==> config.mk <==
export PLATFORM = sky130hd
export DESIGN_NAME = video_offset_crop_flat
export DESIGN_NICKNAME = d
export VERILOG_FILES = /design/src/rtl/video_offset_crop_if.sv /design/src/rtl/video_offset_crop.sv /design/src/flat_wrapper.sv
export SDC_FILE = /design/constraint.sdc
export NUM_CORES = 1
export LEC_CHECK = 0
export BUFFER_PORTS_ARGS = -buffer_cell sky130_fd_sc_hd__buf_2
export CORE_UTILIZATION = 64
export DETAILED_ROUTE_END_ITERATION = 10
export MAX_ROUTING_LAYER = met4
export PLACE_DENSITY = 0.92
export SLEW_MARGIN = 20
export SYNTH_ARGS = -nofsm -noshare
export SYNTH_HDL_FRONTEND = slang
export SYNTH_SLANG_ARGS = --single-unit
==> constraint.sdc <==
create_clock -name iCLK -period 6.55 [get_ports iCLK]
set_input_delay 1.965 -clock iCLK [delete_from_list [all_inputs] [get_ports iCLK]]
set_output_delay 1.965 -clock iCLK [all_outputs]
set_load 0.005 [all_outputs]
==> src/rtl/video_offset_crop_if.sv <==
// Pixel-stream bundle for the offset crop: sensor-side inputs, live offsets and the re-timed window stream.
interface video_offset_crop_if #(
    parameter int DATA_W = 10
);
    logic              iFVAL;
    logic              iLVAL;
    logic [DATA_W-1:0] iDATA;
    logic [15:0]       iX_OFF;
    logic [15:0]       iY_OFF;
    logic              oFVAL;
    logic              oLVAL;
    logic [DATA_W-1:0] oDATA;
    logic [15:0]       oX_POS;
    logic [15:0]       oY_POS;
    logic              oFRAME_DONE;
    logic              oCLAMP;

    modport master (
        output iFVAL, iLVAL, iDATA, iX_OFF, iY_OFF,
        input  oFVAL, oLVAL, oDATA, oX_POS, oY_POS, oFRAME_DONE, oCLAMP
    );

    modport slave (
        input  iFVAL, iLVAL, iDATA, iX_OFF, iY_OFF,
        output oFVAL, oLVAL, oDATA, oX_POS, oY_POS, oFRAME_DONE, oCLAMP
    );
endinterface

==> src/rtl/video_offset_crop.sv <==
// Crops an OUT_W x OUT_H window at offsets latched on each FVAL rise; every output registered, 1 cycle latency.
// No backpressure: the stream runs at the sensor pixel clock and the window is simply gated out of it.
module video_offset_crop #(
    parameter int DATA_W = 10,
    parameter int IN_W   = 752,
    parameter int IN_H   = 480,
    parameter int OUT_W  = 720,
    parameter int OUT_H  = 480
) (
    input  logic               iCLK,
    input  logic               iRST_N,
    video_offset_crop_if.slave bus
);
    typedef enum logic [1:0] {S_SYNC, S_WAIT, S_ACTIVE} state_t;

    localparam logic [15:0] X_MAX   = 16'(IN_W - OUT_W);
    localparam logic [15:0] Y_MAX   = 16'(IN_H - OUT_H);
    localparam logic [16:0] OUT_W17 = 17'(OUT_W);
    localparam logic [16:0] OUT_H17 = 17'(OUT_H);

    state_t      state;
    logic        fval_q;
    logic        lval_q;
    logic [15:0] col;
    logic [15:0] row;
    logic [15:0] xo;
    logic [15:0] yo;

    logic        fval_rise;
    logic        latch;
    logic        run;
    logic        x_clamp;
    logic        y_clamp;
    logic        in_win;
    logic [15:0] x_lim;
    logic [15:0] y_lim;
    logic [15:0] col_c;
    logic [15:0] row_c;
    logic [15:0] xo_c;
    logic [15:0] yo_c;

    // On the latch cycle the pixel already uses col 0 / row 0 and the freshly clamped offsets.
    always_comb begin
        fval_rise = bus.iFVAL && !fval_q;
        latch     = (state == S_WAIT) && fval_rise;
        run       = latch || ((state == S_ACTIVE) && bus.iFVAL);
        x_clamp   = bus.iX_OFF > X_MAX;
        y_clamp   = bus.iY_OFF > Y_MAX;
        x_lim     = x_clamp ? X_MAX : bus.iX_OFF;
        y_lim     = y_clamp ? Y_MAX : bus.iY_OFF;
        col_c     = latch ? 16'd0 : col;
        row_c     = latch ? 16'd0 : row;
        xo_c      = latch ? x_lim : xo;
        yo_c      = latch ? y_lim : yo;
        in_win    = run && bus.iLVAL
                 && ({1'b0, col_c} >= {1'b0, xo_c})
                 && ({1'b0, col_c} <  ({1'b0, xo_c} + OUT_W17))
                 && ({1'b0, row_c} >= {1'b0, yo_c})
                 && ({1'b0, row_c} <  ({1'b0, yo_c} + OUT_H17));
    end

    always_ff @(posedge iCLK or negedge iRST_N) begin
        if (!iRST_N) begin
            state           <= S_SYNC;
            fval_q          <= 1'b0;
            lval_q          <= 1'b0;
            col             <= '0;
            row             <= '0;
            xo              <= '0;
            yo              <= '0;
            bus.oFVAL       <= 1'b0;
            bus.oLVAL       <= 1'b0;
            bus.oDATA       <= '0;
            bus.oX_POS      <= '0;
            bus.oY_POS      <= '0;
            bus.oFRAME_DONE <= 1'b0;
            bus.oCLAMP      <= 1'b0;
        end else begin
            fval_q          <= bus.iFVAL;
            lval_q          <= bus.iLVAL;
            bus.oFVAL       <= run;
            bus.oLVAL       <= in_win;
            bus.oDATA       <= in_win ? bus.iDATA : '0;
            bus.oFRAME_DONE <= 1'b0;
            if (in_win) begin
                bus.oX_POS <= col_c - xo_c;
                bus.oY_POS <= row_c - yo_c;
            end
            case (state)
                S_SYNC: begin
                    if (!bus.iFVAL) state <= S_WAIT;
                end
                S_WAIT: begin
                    if (fval_rise) begin
                        state      <= S_ACTIVE;
                        xo         <= x_lim;
                        yo         <= y_lim;
                        bus.oCLAMP <= x_clamp || y_clamp;
                        row        <= '0;
                        col        <= bus.iLVAL ? 16'd1 : 16'd0;
                    end
                end
                S_ACTIVE: begin
                    if (!bus.iFVAL) begin
                        state           <= S_WAIT;
                        bus.oFRAME_DONE <= 1'b1;
                    end else if (bus.iLVAL) begin
                        if (col != 16'hFFFF) col <= col + 16'd1;
                    end else if (lval_q) begin
                        col <= '0;
                        if (row != 16'hFFFF) row <= row + 16'd1;
                    end
                end
                default: state <= S_SYNC;
            endcase
        end
    end
endmodule

==> src/flat_wrapper.sv <==
// flat-port wrapper written by rule: the top's interface ports become plain ports
module video_offset_crop_flat 
#(
    parameter int DATA_W = 10,
    parameter int IN_W   = 752,
    parameter int IN_H   = 480,
    parameter int OUT_W  = 720,
    parameter int OUT_H  = 480
)
  (iCLK, iRST_N, bus_iFVAL, bus_iLVAL, bus_iDATA, bus_iX_OFF, bus_iY_OFF, bus_oFVAL, bus_oLVAL, bus_oDATA, bus_oX_POS, bus_oY_POS, bus_oFRAME_DONE, bus_oCLAMP);
  video_offset_crop_if #(.DATA_W(DATA_W)) bus_i ();
  input  logic iCLK;
  input  logic iRST_N;
  input wire logic [$bits(bus_i.iFVAL)-1:0] bus_iFVAL;
  input wire logic [$bits(bus_i.iLVAL)-1:0] bus_iLVAL;
  input wire logic [$bits(bus_i.iDATA)-1:0] bus_iDATA;
  input wire logic [$bits(bus_i.iX_OFF)-1:0] bus_iX_OFF;
  input wire logic [$bits(bus_i.iY_OFF)-1:0] bus_iY_OFF;
  output wire logic [$bits(bus_i.oFVAL)-1:0] bus_oFVAL;
  output wire logic [$bits(bus_i.oLVAL)-1:0] bus_oLVAL;
  output wire logic [$bits(bus_i.oDATA)-1:0] bus_oDATA;
  output wire logic [$bits(bus_i.oX_POS)-1:0] bus_oX_POS;
  output wire logic [$bits(bus_i.oY_POS)-1:0] bus_oY_POS;
  output wire logic [$bits(bus_i.oFRAME_DONE)-1:0] bus_oFRAME_DONE;
  output wire logic [$bits(bus_i.oCLAMP)-1:0] bus_oCLAMP;
  assign bus_i.iFVAL = bus_iFVAL;
  assign bus_i.iLVAL = bus_iLVAL;
  assign bus_i.iDATA = bus_iDATA;
  assign bus_i.iX_OFF = bus_iX_OFF;
  assign bus_i.iY_OFF = bus_iY_OFF;
  assign bus_oFVAL = bus_i.oFVAL;
  assign bus_oLVAL = bus_i.oLVAL;
  assign bus_oDATA = bus_i.oDATA;
  assign bus_oX_POS = bus_i.oX_POS;
  assign bus_oY_POS = bus_i.oY_POS;
  assign bus_oFRAME_DONE = bus_i.oFRAME_DONE;
  assign bus_oCLAMP = bus_i.oCLAMP;
  video_offset_crop #(.DATA_W(DATA_W), .IN_W(IN_W), .IN_H(IN_H), .OUT_W(OUT_W), .OUT_H(OUT_H)) u_core (.iCLK(iCLK), .iRST_N(iRST_N), .bus(bus_i));
endmodule
# Yosys cells after proc, flatten, opt, wreduce, memory -nomap -nowiden
# Cells that the tools add are included.
[classes]
eq_ne = 12
order_cmp = 6
shift = 0
n_addsub = 6
n_bitwise = 0
multipliers = 0
n_div = 0
reduce_logical = 18
muxes = 25
[op_table]
columns = ["operator", "n"]
rows = [
  ["16-bit two-way mux", 16],
  ["16-bit case mux with 2 select lines", 2],
  ["16-bit by 17-bit < comparator with 1-bit output", 2],
  ["16-bit by 1-bit adder with 16-bit output (second input constant)", 2],
  ["16-bit greater-or-equal comparator", 2],
  ["16-bit inequality test (second input constant)", 2],
  ["16-bit subtractor", 2],
  ["16-bit by 10-bit adder with 17-bit output (second input constant)", 1],
  ["16-bit by 9-bit adder with 17-bit output (second input constant)", 1],
  ["16-bit by 1-bit greater-than comparator with 1-bit output (second input constant)", 1],
  ["16-bit by 6-bit greater-than comparator with 1-bit output (second input constant)", 1],
  ["10-bit two-way mux", 1],
  ["1-bit logical AND", 8],
  ["2-bit inequality test (second input constant)", 4],
  ["6-bit AND reduction", 1],
  ["5-bit AND reduction", 1],
  ["2-bit two-way mux", 2],
  ["2-bit by 1-bit inequality test with 1-bit output (second input constant)", 2],
  ["2-bit case mux with 2 select lines", 1],
  ["2-bit AND reduction", 2],
  ["1-bit two-way mux", 3],
  ["3-bit by 2-bit inequality test with 1-bit output (second input constant)", 1],
  ["3-bit inequality test (second input constant)", 1],
  ["2-bit by 1-bit equality test with 1-bit output (second input constant)", 1],
  ["other kinds (6)", 7],
]
[word_totals]
ram_bits = 0
rom_bits = 0
output_inout_bits = 46
inputBits = 46
regBits = 114
wordCells = 81
memories = 0
latchBits = 0

# Longest topological paths before layout
# Gate-level depths: netlist of the first run.
[logic_depth]
ltp_word = 10
ltp_mapped = 23
ltp_nobuf = 20

# Least setup slack after synthesis of the first run
# No wires, ideal clock.
[synth_timing]
path_kind = "input-to-reg"
from = "in bus_iFVAL"
to = "reg u_core.bus.oX_POS[10]"
required_ps = 6425
path_buffers = 3
path_slack_ps = 626
t_arrival_ps = 5799
setup_time_ps = 125
path_stages = 20
path_cell_list = "or4bb_1 -> clkbuf_1 -> clkbuf_1 -> a22oi_1 -> inv_1 -> ha_1 -> or3_1 -> a21oi_1 -> nor2_1 -> xnor2_1 -> ha_1 -> a21oi_1 -> nor2b_1 -> o21ai_0 -> a21oi_1 -> o31a_1 -> o21ai_1 -> nand4_4 -> buf_12 -> mux2_4"
[synth_between]
elab_chain_len = 8
elab_cells_between_ends = 20
cone_classes = "add/sub (3); order compare (4); mux (4); reduce/logical (9)"
[synth_rtl]
columns = ["element", "line_no", "text"]
rows = [
  ["from (decl)", "flat_wrapper.sv:14", "input wire logic [$bits(bus_i.iFVAL)-1:0] bus_iFVAL;"],
  ["1-bit logical AND", "video_offset_crop.sv:44", "fval_rise = bus.iFVAL && !fval_q;"],
  ["1-bit logical AND", "video_offset_crop.sv:45", "latch = (state == S_WAIT) && fval_rise;"],
  ["16-bit two-way mux (tied with other cells)", "video_offset_crop.sv:53", "xo_c = latch ? x_lim : xo;"],
  ["16-bit by 10-bit adder with 17-bit output (tied with other cells)", "video_offset_crop.sv:57", "&& ({1'b0, col_c} < ({1'b0, xo_c} + OUT_W17))"],
  ["16-bit by 17-bit < comparator with 1-bit output / 1-bit logical AND (equally long branches)", "video_offset_crop.sv:57, video_offset_crop.sv:56", ""],
  ["1-bit logical AND", "video_offset_crop.sv:57", ""],
  ["1-bit logical AND", "video_offset_crop.sv:58", "&& ({1'b0, row_c} >= {1'b0, yo_c})"],
  ["1-bit logical AND", "video_offset_crop.sv:59", "&& ({1'b0, row_c} < ({1'b0, yo_c} + OUT_H17));"],
  ["to (signal assigned)", "video_offset_crop.sv:86", "bus.oX_POS <= col_c - xo_c;"],
  ["to (decl)", "video_offset_crop_if.sv:25", "output oFVAL, oLVAL, oDATA, oX_POS, oY_POS, oFRAME_DONE, oCLAMP"],
]
# Several ways; a longest one is shown, not always the timed one.
# A chain may end at the register's enable or synchronous reset.

# Worst setup path after layout of the first run
[layout_timing]
from = "in bus_iFVAL"
to = "reg u_core.bus.oX_POS[3]"
# The elaborated chain is that of the path after synthesis.

==> metrics.cfg, run 1 <==
[run_status]
status = finished clean

[cells_and_area]
final_nets = 960
regArea_mm2 = 0.00285
mostFrequentLayoutCell = dfrtp_1
drive_gt1_frac = 0.191
n_antenna_cell = 0
multiInputGateArea_mm2 = 0.00408
most-common-layout-cells = dfrtp_1, buf_2, nand2_1
fill_cells = 627
area_growth_pct = 16.2

[sta]
worst_pin_slew_ps = 809
finalSetupViolCount = 0
fin_crit_sh = 0.883
fin_skew_ps = 9.42
fin_ws_ps = 768
slew_headroom = 0.461
drv_slew = 0
min_period_ps = 5780
finalHoldViolations = 0
max_freq_ghz = 0.173
rsz0062_at_grt = false
tns_ps = 0

[routing]
m1WireLength_um = 7970
via_per_inst = 6.33
wl_um = 19100
route.vias.total = 6366
drt-wirelength-per-cell_um = 19.0
top_layer = met4
ant_nets = 0
met3_length_um = 1540
drt-pass1-iter-count = 6
dr_wl_met2_um = 9070
drc = 0
drtIter0Drc = 789

[synthesis]
asyncSetResetFlopFracSynth = 1.00
ys_warn_count = 0
avgSynthCellArea_um2 = 9.59
synth_top_family_by_area = simple AND/OR/NAND/NOR gates
synth-seq-cells = 114
netlist_instances = 758
synth_ff_type = dfrtp_1
yosysUniqueCellTypes = 68
synthAdderAreaFrac = 0.107
synth_area_mm2 = 0.00727
synth-compound-area-share = 0.117
synthMuxAreaShare = 0.0633
synth_nets = 865
seq_area_frac_synth = 0.392
synth_xor_area_frac = 0.0723
synthSimpleGateAreaFrac = 0.201
synth_edf_count = 0

[clock_tree]
cts_made_buffers = 17
cts_max_level = 4
clock_latency_ps = 420
cts_tree = done
cts_setup_buffers = 0
cts_hold_buf = 0
clockBufferDepth = 2
ctsResizeCount = 0
cts.sinks = 114
cts_root_buf = clkbuf_16
clkSlewWorstSetupHoldPaths_ps = 50

[critical_path]
crit_buf_inv = 3
path_cells = buf_2 > or4bb_1 > a22oi_1 > inv_1 > ha_1 > or3_1 > a21oi_1 > nor2_1 > xnor2_1 > ha_1 > nand4_1 > a211oi_1 > o41ai_1 > a21oi_1 > o31a_1 > o21ai_1 > nand4_4 > buf_12 > mux2_2
end_kind = register
r2r_start = u_core.state[0]
critPathLaunchType = input port
crit_start = bus_iFVAL
critPathMaxStageDelay_ps = 480
cp.depth = 19
r2r_slack_ps = 1940
r2r_cells = 18
cp_top_family = compound AO/OA/AOI/OAI gates
crit_type = input port to register
slowest_stage = or4bb_1
cp_max_fo = 43
required_ps = 6840
crit_arrival_ps = 6070

[grt]
grt_overflow = 0
grt_pass1_wl_um = 30800
antenna_found_initial = 0
grt_max_degree = 85
grt_pass1_vias = 6216
grt_use_total = 0.350

[placed_design]
hpwlAfterDp_um = 12000
dp_slack_ps = 585
place.gp.congestion = 0.965
port-buffer-count = 91

[hold_path]
hp-class = register to register
min_from = u_core.yo[3]
worstHoldPathCells = 2

[job]
drv_cap = 0

[die]
pin_count = 92
std_cell_rows = 38
die_x_um = 109
core_mm2 = 0.0109
initial_core_util = 0.665
die_y_um = 109
die-area_mm2 = 0.0118

[pwr]
p_leak_nw = 4.60
power.ir.vdd_worst_mv = 0.196
power.density_mw_per_mm2 = 241

synthesized netlist by cell type, types with 7 or more instances:
cell type	count	area [um^2]
and2_1	34	213
clkbuf_1	12	45.0
and3_1	11	68.8
ha_1	59	738
nand2_1	71	267
o21a_1	9	67.6
or3_1	7	43.8
a21oi_1	29	145
mux2_4	23	345
nor2_1	67	251
mux2i_1	7	70.1
inv_1	55	206
xor2_1	25	219
a21o_1	7	52.6
nand4_1	16	100
nand3_1	27	135
xnor2_1	35	307
nor4_1	9	56.3
nor3_1	10	50.1
nor2b_1	9	56.3
dfrtp_1	114	2850
nand2b_1	7	43.8
o21ai_0	25	125
cells by family (layout without fill, tap and decap cells):
logic type | after synthesis | in the layout
XOR/XNOR | 60 | 60
adder cells (fa/ha/maj) | 61 | 61
multiplexers | 34 | 34
AO/OA/AOI/OAI | 125 | 125
flip-flops | 114 | 114
AND/OR/NAND/NOR | 289 | 289
buffers and inverters | 75 | 182
power breakdown:
part           total [mW]  internal (mW)  switching (mW)  leakage [nW]
Sequential          0.810          0.767          0.0429          1.54
Combinational       0.227          0.122           0.104          2.76
Clock                1.00          0.664           0.340         0.302
stage by stage:
| stage | std cells | hold WS [ps] | total power [mW] | instance area, um^2 | utilization |
|---|---|---|---|---|---|
| 2_1_floorplan | 758 | 432 | 0.928 | 7270 | - |
| 3_3_place_gp | 974 | 445 | 1.03 | 7820 | 0.715 |
| 3_5_place_dp | 974 | 450 | 1.04 | 7820 | 0.715 |
| 4_1_cts | 1005 | 482 | 2.03 | 8450 | 0.773 |
| 5_1_grt | 1005 | 515 | 2.10 | 8450 | 0.773 |
| 6_report | 1005 | 478 | 2.04 | 8450 | 0.773 |
state kept, by name (all words and copies together) (netlist names), 2 cells and up:
signal             count
u_core.bus.oDATA      10
u_core.bus.oX_POS     16
u_core.bus.oY_POS     16
u_core.col            16
u_core.row            16
u_core.state           2
u_core.xo             16
u_core.yo             16
worst min-delay path: cells and delay by family (launching register included):
family                 cells  cell delay (ps)
AND/OR/NAND/NOR            1               70
flip-flops                 1              320
buffers and inverters      1               50
layer usage:
layer	vias up	track usage
met3	74	0.0711
li1	2832	-
met5	-	-
met4	0	0.144
met1	3088	0.448
met2	372	0.542
final timing paths:
| path | to |
|---|---|
| setup / recovery | u_core.bus.oX_POS[3] |
| hold / removal | u_core.yo[3] |
| setup reg to reg | u_core.bus.oX_POS[3] |
| hold reg to reg | u_core.yo[3] |
| max in group asynchronous | u_core.bus.oX_POS[1] |
| min in group asynchronous | u_core.bus.oY_POS[8] |
area by class of cell:
cell class	count	area share
Sequential cell	114	0.338
Timing Repair Buffer	96	0.0605
Inverter	55	0.0244
Multi-Input combinational cell	569	0.482
Clock buffer	22	0.0561
Tap cell	140	0.0207
Clock inverter	9	0.0182
Power figures use the tool's default switching activity.
==> run 2, diff against run 1 <==
Settings changed: CORE_UTILIZATION 64 to 45, PLACE_DENSITY 0.92 to 0.7.
==> run 2 against run 1 <==
Worst hold slack worse by 13 ps. Combinational power fell by 3%. Clock power fell by 7%. Critical path depth unchanged. Flip-flop and latch count unchanged. Via count down 11%. Cell area increased by 1.2%. Register-to-register slack got worse by 160 ps. Sequential power barely moved.
==> metrics.cfg, run 2 (same netlist as run 1, synthesis figures left out) <==
[critical_path]
cp_max_fo = 17  ; was 43
endpoint = u_core.bus.oY_POS[13]  ; was u_core.bus.oX_POS[3]
critPathLaunchType = input port  ; unchanged
r2r_cells = 18  ; unchanged
r2r_slack_ps = 1780  ; was 1940 ps
required_ps = 6840  ; about the same
crit_start = bus_iFVAL  ; unchanged
timing.rr.end = u_core.bus.oY_POS[13]  ; was u_core.bus.oX_POS[3]
crit_arrival_ps = 6240  ; was 6070 ps
end_kind = register  ; unchanged
r2r_start = u_core.state[0]  ; unchanged
crit_type = input port to register  ; unchanged

[clock_tree]
cts_made_buffers = 17  ; unchanged
clkSlewWorstSetupHoldPaths_ps = 50  ; about the same
cts_root_buf = clkbuf_16  ; unchanged
ctsResizeCount = 0  ; unchanged
clock_latency_ps = 410  ; was 420 ps
clockBufferDepth = 2  ; unchanged
cts_tree = done  ; unchanged
cts_setup_buffers = 0  ; unchanged
cts_max_level = 4  ; unchanged
cts.sinks = 114  ; unchanged
cts_hold_buf = 0  ; unchanged

[cells_and_area]
drive_gt1_frac = 0.196  ; was 0.191
most-common-layout-cells = dfrtp_1, buf_2, nand2_1  ; unchanged
n_antenna_cell = 0  ; unchanged
fin_cells = 1083  ; was 1,005
final_nets = 961  ; was 960
final_util = 0.540  ; was 0.773
fill_cells = 1427  ; was 627
mostFrequentLayoutCell = dfrtp_1  ; unchanged
area_growth_pct = 17.6  ; was 16.2%

[sta]
min_period_ps = 5950  ; was 5780 ps
fin_ws_ps = 595  ; was 768 ps
fin_skew_ps = 10.5  ; was 9.42 ps
tns_ps = 0  ; unchanged
finalHoldViolations = 0  ; unchanged
worst_pin_slew_ps = 805  ; was 809 ps
drv_slew = 0  ; unchanged
finalSetupViolCount = 0  ; unchanged
slew_headroom = 0.464  ; was 0.461
rsz0062_at_grt = false  ; unchanged
max_freq_ghz = 0.168  ; was 0.173 GHz
fin_crit_sh = 0.909  ; was 0.883

[pwr]
p_total_mw = 1.96  ; was 2.04 mW
power.density_mw_per_mm2 = 229  ; was 241 mW/mm^2
p_leak_nw = 4.60  ; about the same
power.ir.vdd_worst_mv = 0.206  ; was 0.196 mV

[routing]
drt-pass1-iter-count = 5  ; was 6
drt-wirelength-per-cell_um = 14.4  ; was 19.0 um
route.vias.total = 5634  ; was 6,366
wl_um = 15600  ; was 19,100 um
ant_nets = 0  ; unchanged
drtIter0Drc = 357  ; was 789
drc = 0  ; unchanged
via_per_inst = 5.20  ; was 6.33

[placed_design]
hpwlAfterDp_um = 11700  ; was 12,000 um
dp_slack_ps = 229  ; was 585 ps
place.gp.congestion = 0.849  ; was 0.965
dp.cells = 1051  ; was 974
port-buffer-count = 91  ; unchanged

[grt]
grt_overflow = 0  ; unchanged
grt_pass1_vias = 5330  ; was 6,216
grt_max_degree = 67  ; was 85
grt_pass1_wl_um = 25500  ; was 30,800 um
grt_use_total = 0.202  ; was 0.350
antenna_found_initial = 0  ; unchanged

[job]
drv_cap = 0  ; unchanged

[die]
initial_core_util = 0.459  ; was 0.665
core_mm2 = 0.0158  ; was 0.0109 mm^2
pin_count = 92  ; unchanged
std_cell_rows = 46  ; was 38
die_x_um = 129  ; was 109 um
die_y_um = 129  ; was 109 um
die-area_mm2 = 0.0167  ; was 0.0118 mm^2

[hold_path]
hp-class = register to register  ; unchanged

[run_status]
status = finished clean  ; unchanged

[run 2: cell count changes in the layout (fill, tap and decap cells not counted), sizes merged]
cell	before	now
buf	96	97
bufinv	4	3
clkbuf	22	18
clkinv	3	6
clkinvlp	2	4
inv	55	56
[run 2: final cells by class]
| type | instances | area [um^2] | share of cell area |
|---|---|---|---|
| Inverter | 55 | 206 | 0.0241 |
| Sequential cell | 114 | 2850 | 0.334 |
| Multi-Input combinational cell | 569 | 4080 | 0.477 |
| Timing Repair Buffer | 97 | 541 | 0.0632 |
| Clock inverter | 14 | 163 | 0.0190 |
| Clock buffer | 18 | 439 | 0.0514 |
| Tap cell | 216 | 270 | 0.0316 |
[run 2: stage by stage]
stage / hold WS (ps) / instance area (um^2)
global placement: 448 / 7950
floorplan: 432 / 7270
global route: 480 / 8550
detailed placement: 456 / 7950
finish: 465 / 8550
CTS: 469 / 8550
[run 2: metal layers]
| metal | up-vias | global-route usage | wire length (um) |
|---|---|---|---|
| met3 | 10 | 0.0334 | 438 |
| met5 | - | - | 0 |
| met2 | 88 | 0.302 | 7100 |
| met1 | 2682 | 0.277 | 7870 |
| met4 | 0 | 0.0664 | 158 |
| li1 | 2854 | - | - |
[run 2: worst min-delay path by stage]
stage	start	to	cells after the start
3_3_place_gp	u_core.yo[2]	u_core.yo[2]	2
5_1_grt	u_core.yo[2]	u_core.yo[2]	2
2_1_floorplan	u_core.yo[2]	u_core.yo[2]	2
6_report	u_core.yo[2]	u_core.yo[2]	2
4_1_cts	u_core.yo[2]	u_core.yo[2]	2
3_5_place_dp	u_core.yo[2]	u_core.yo[2]	2
[run 2: critical path: stages]
cell and delay, ps:
buf_2 130, or4bb_2 620, a22oi_1 300, inv_1 130, ha_1 230, or3_1 350, a21oi_1 200, nor2_1 100
xnor2_1 140, ha_1 300, a21oi_1 140, nor2b_1 50, o21ai_0 140, a21oi_1 90, o31a_1 240, o21ai_1 220
nand4_4 300, buf_12 270, mux2_4 300
[run 2: power breakdown]
group / internal, mW / switching [mW]
registers: 0.767 / 0.0412
clock network: 0.604 / 0.325
logic: 0.123 / 0.0976
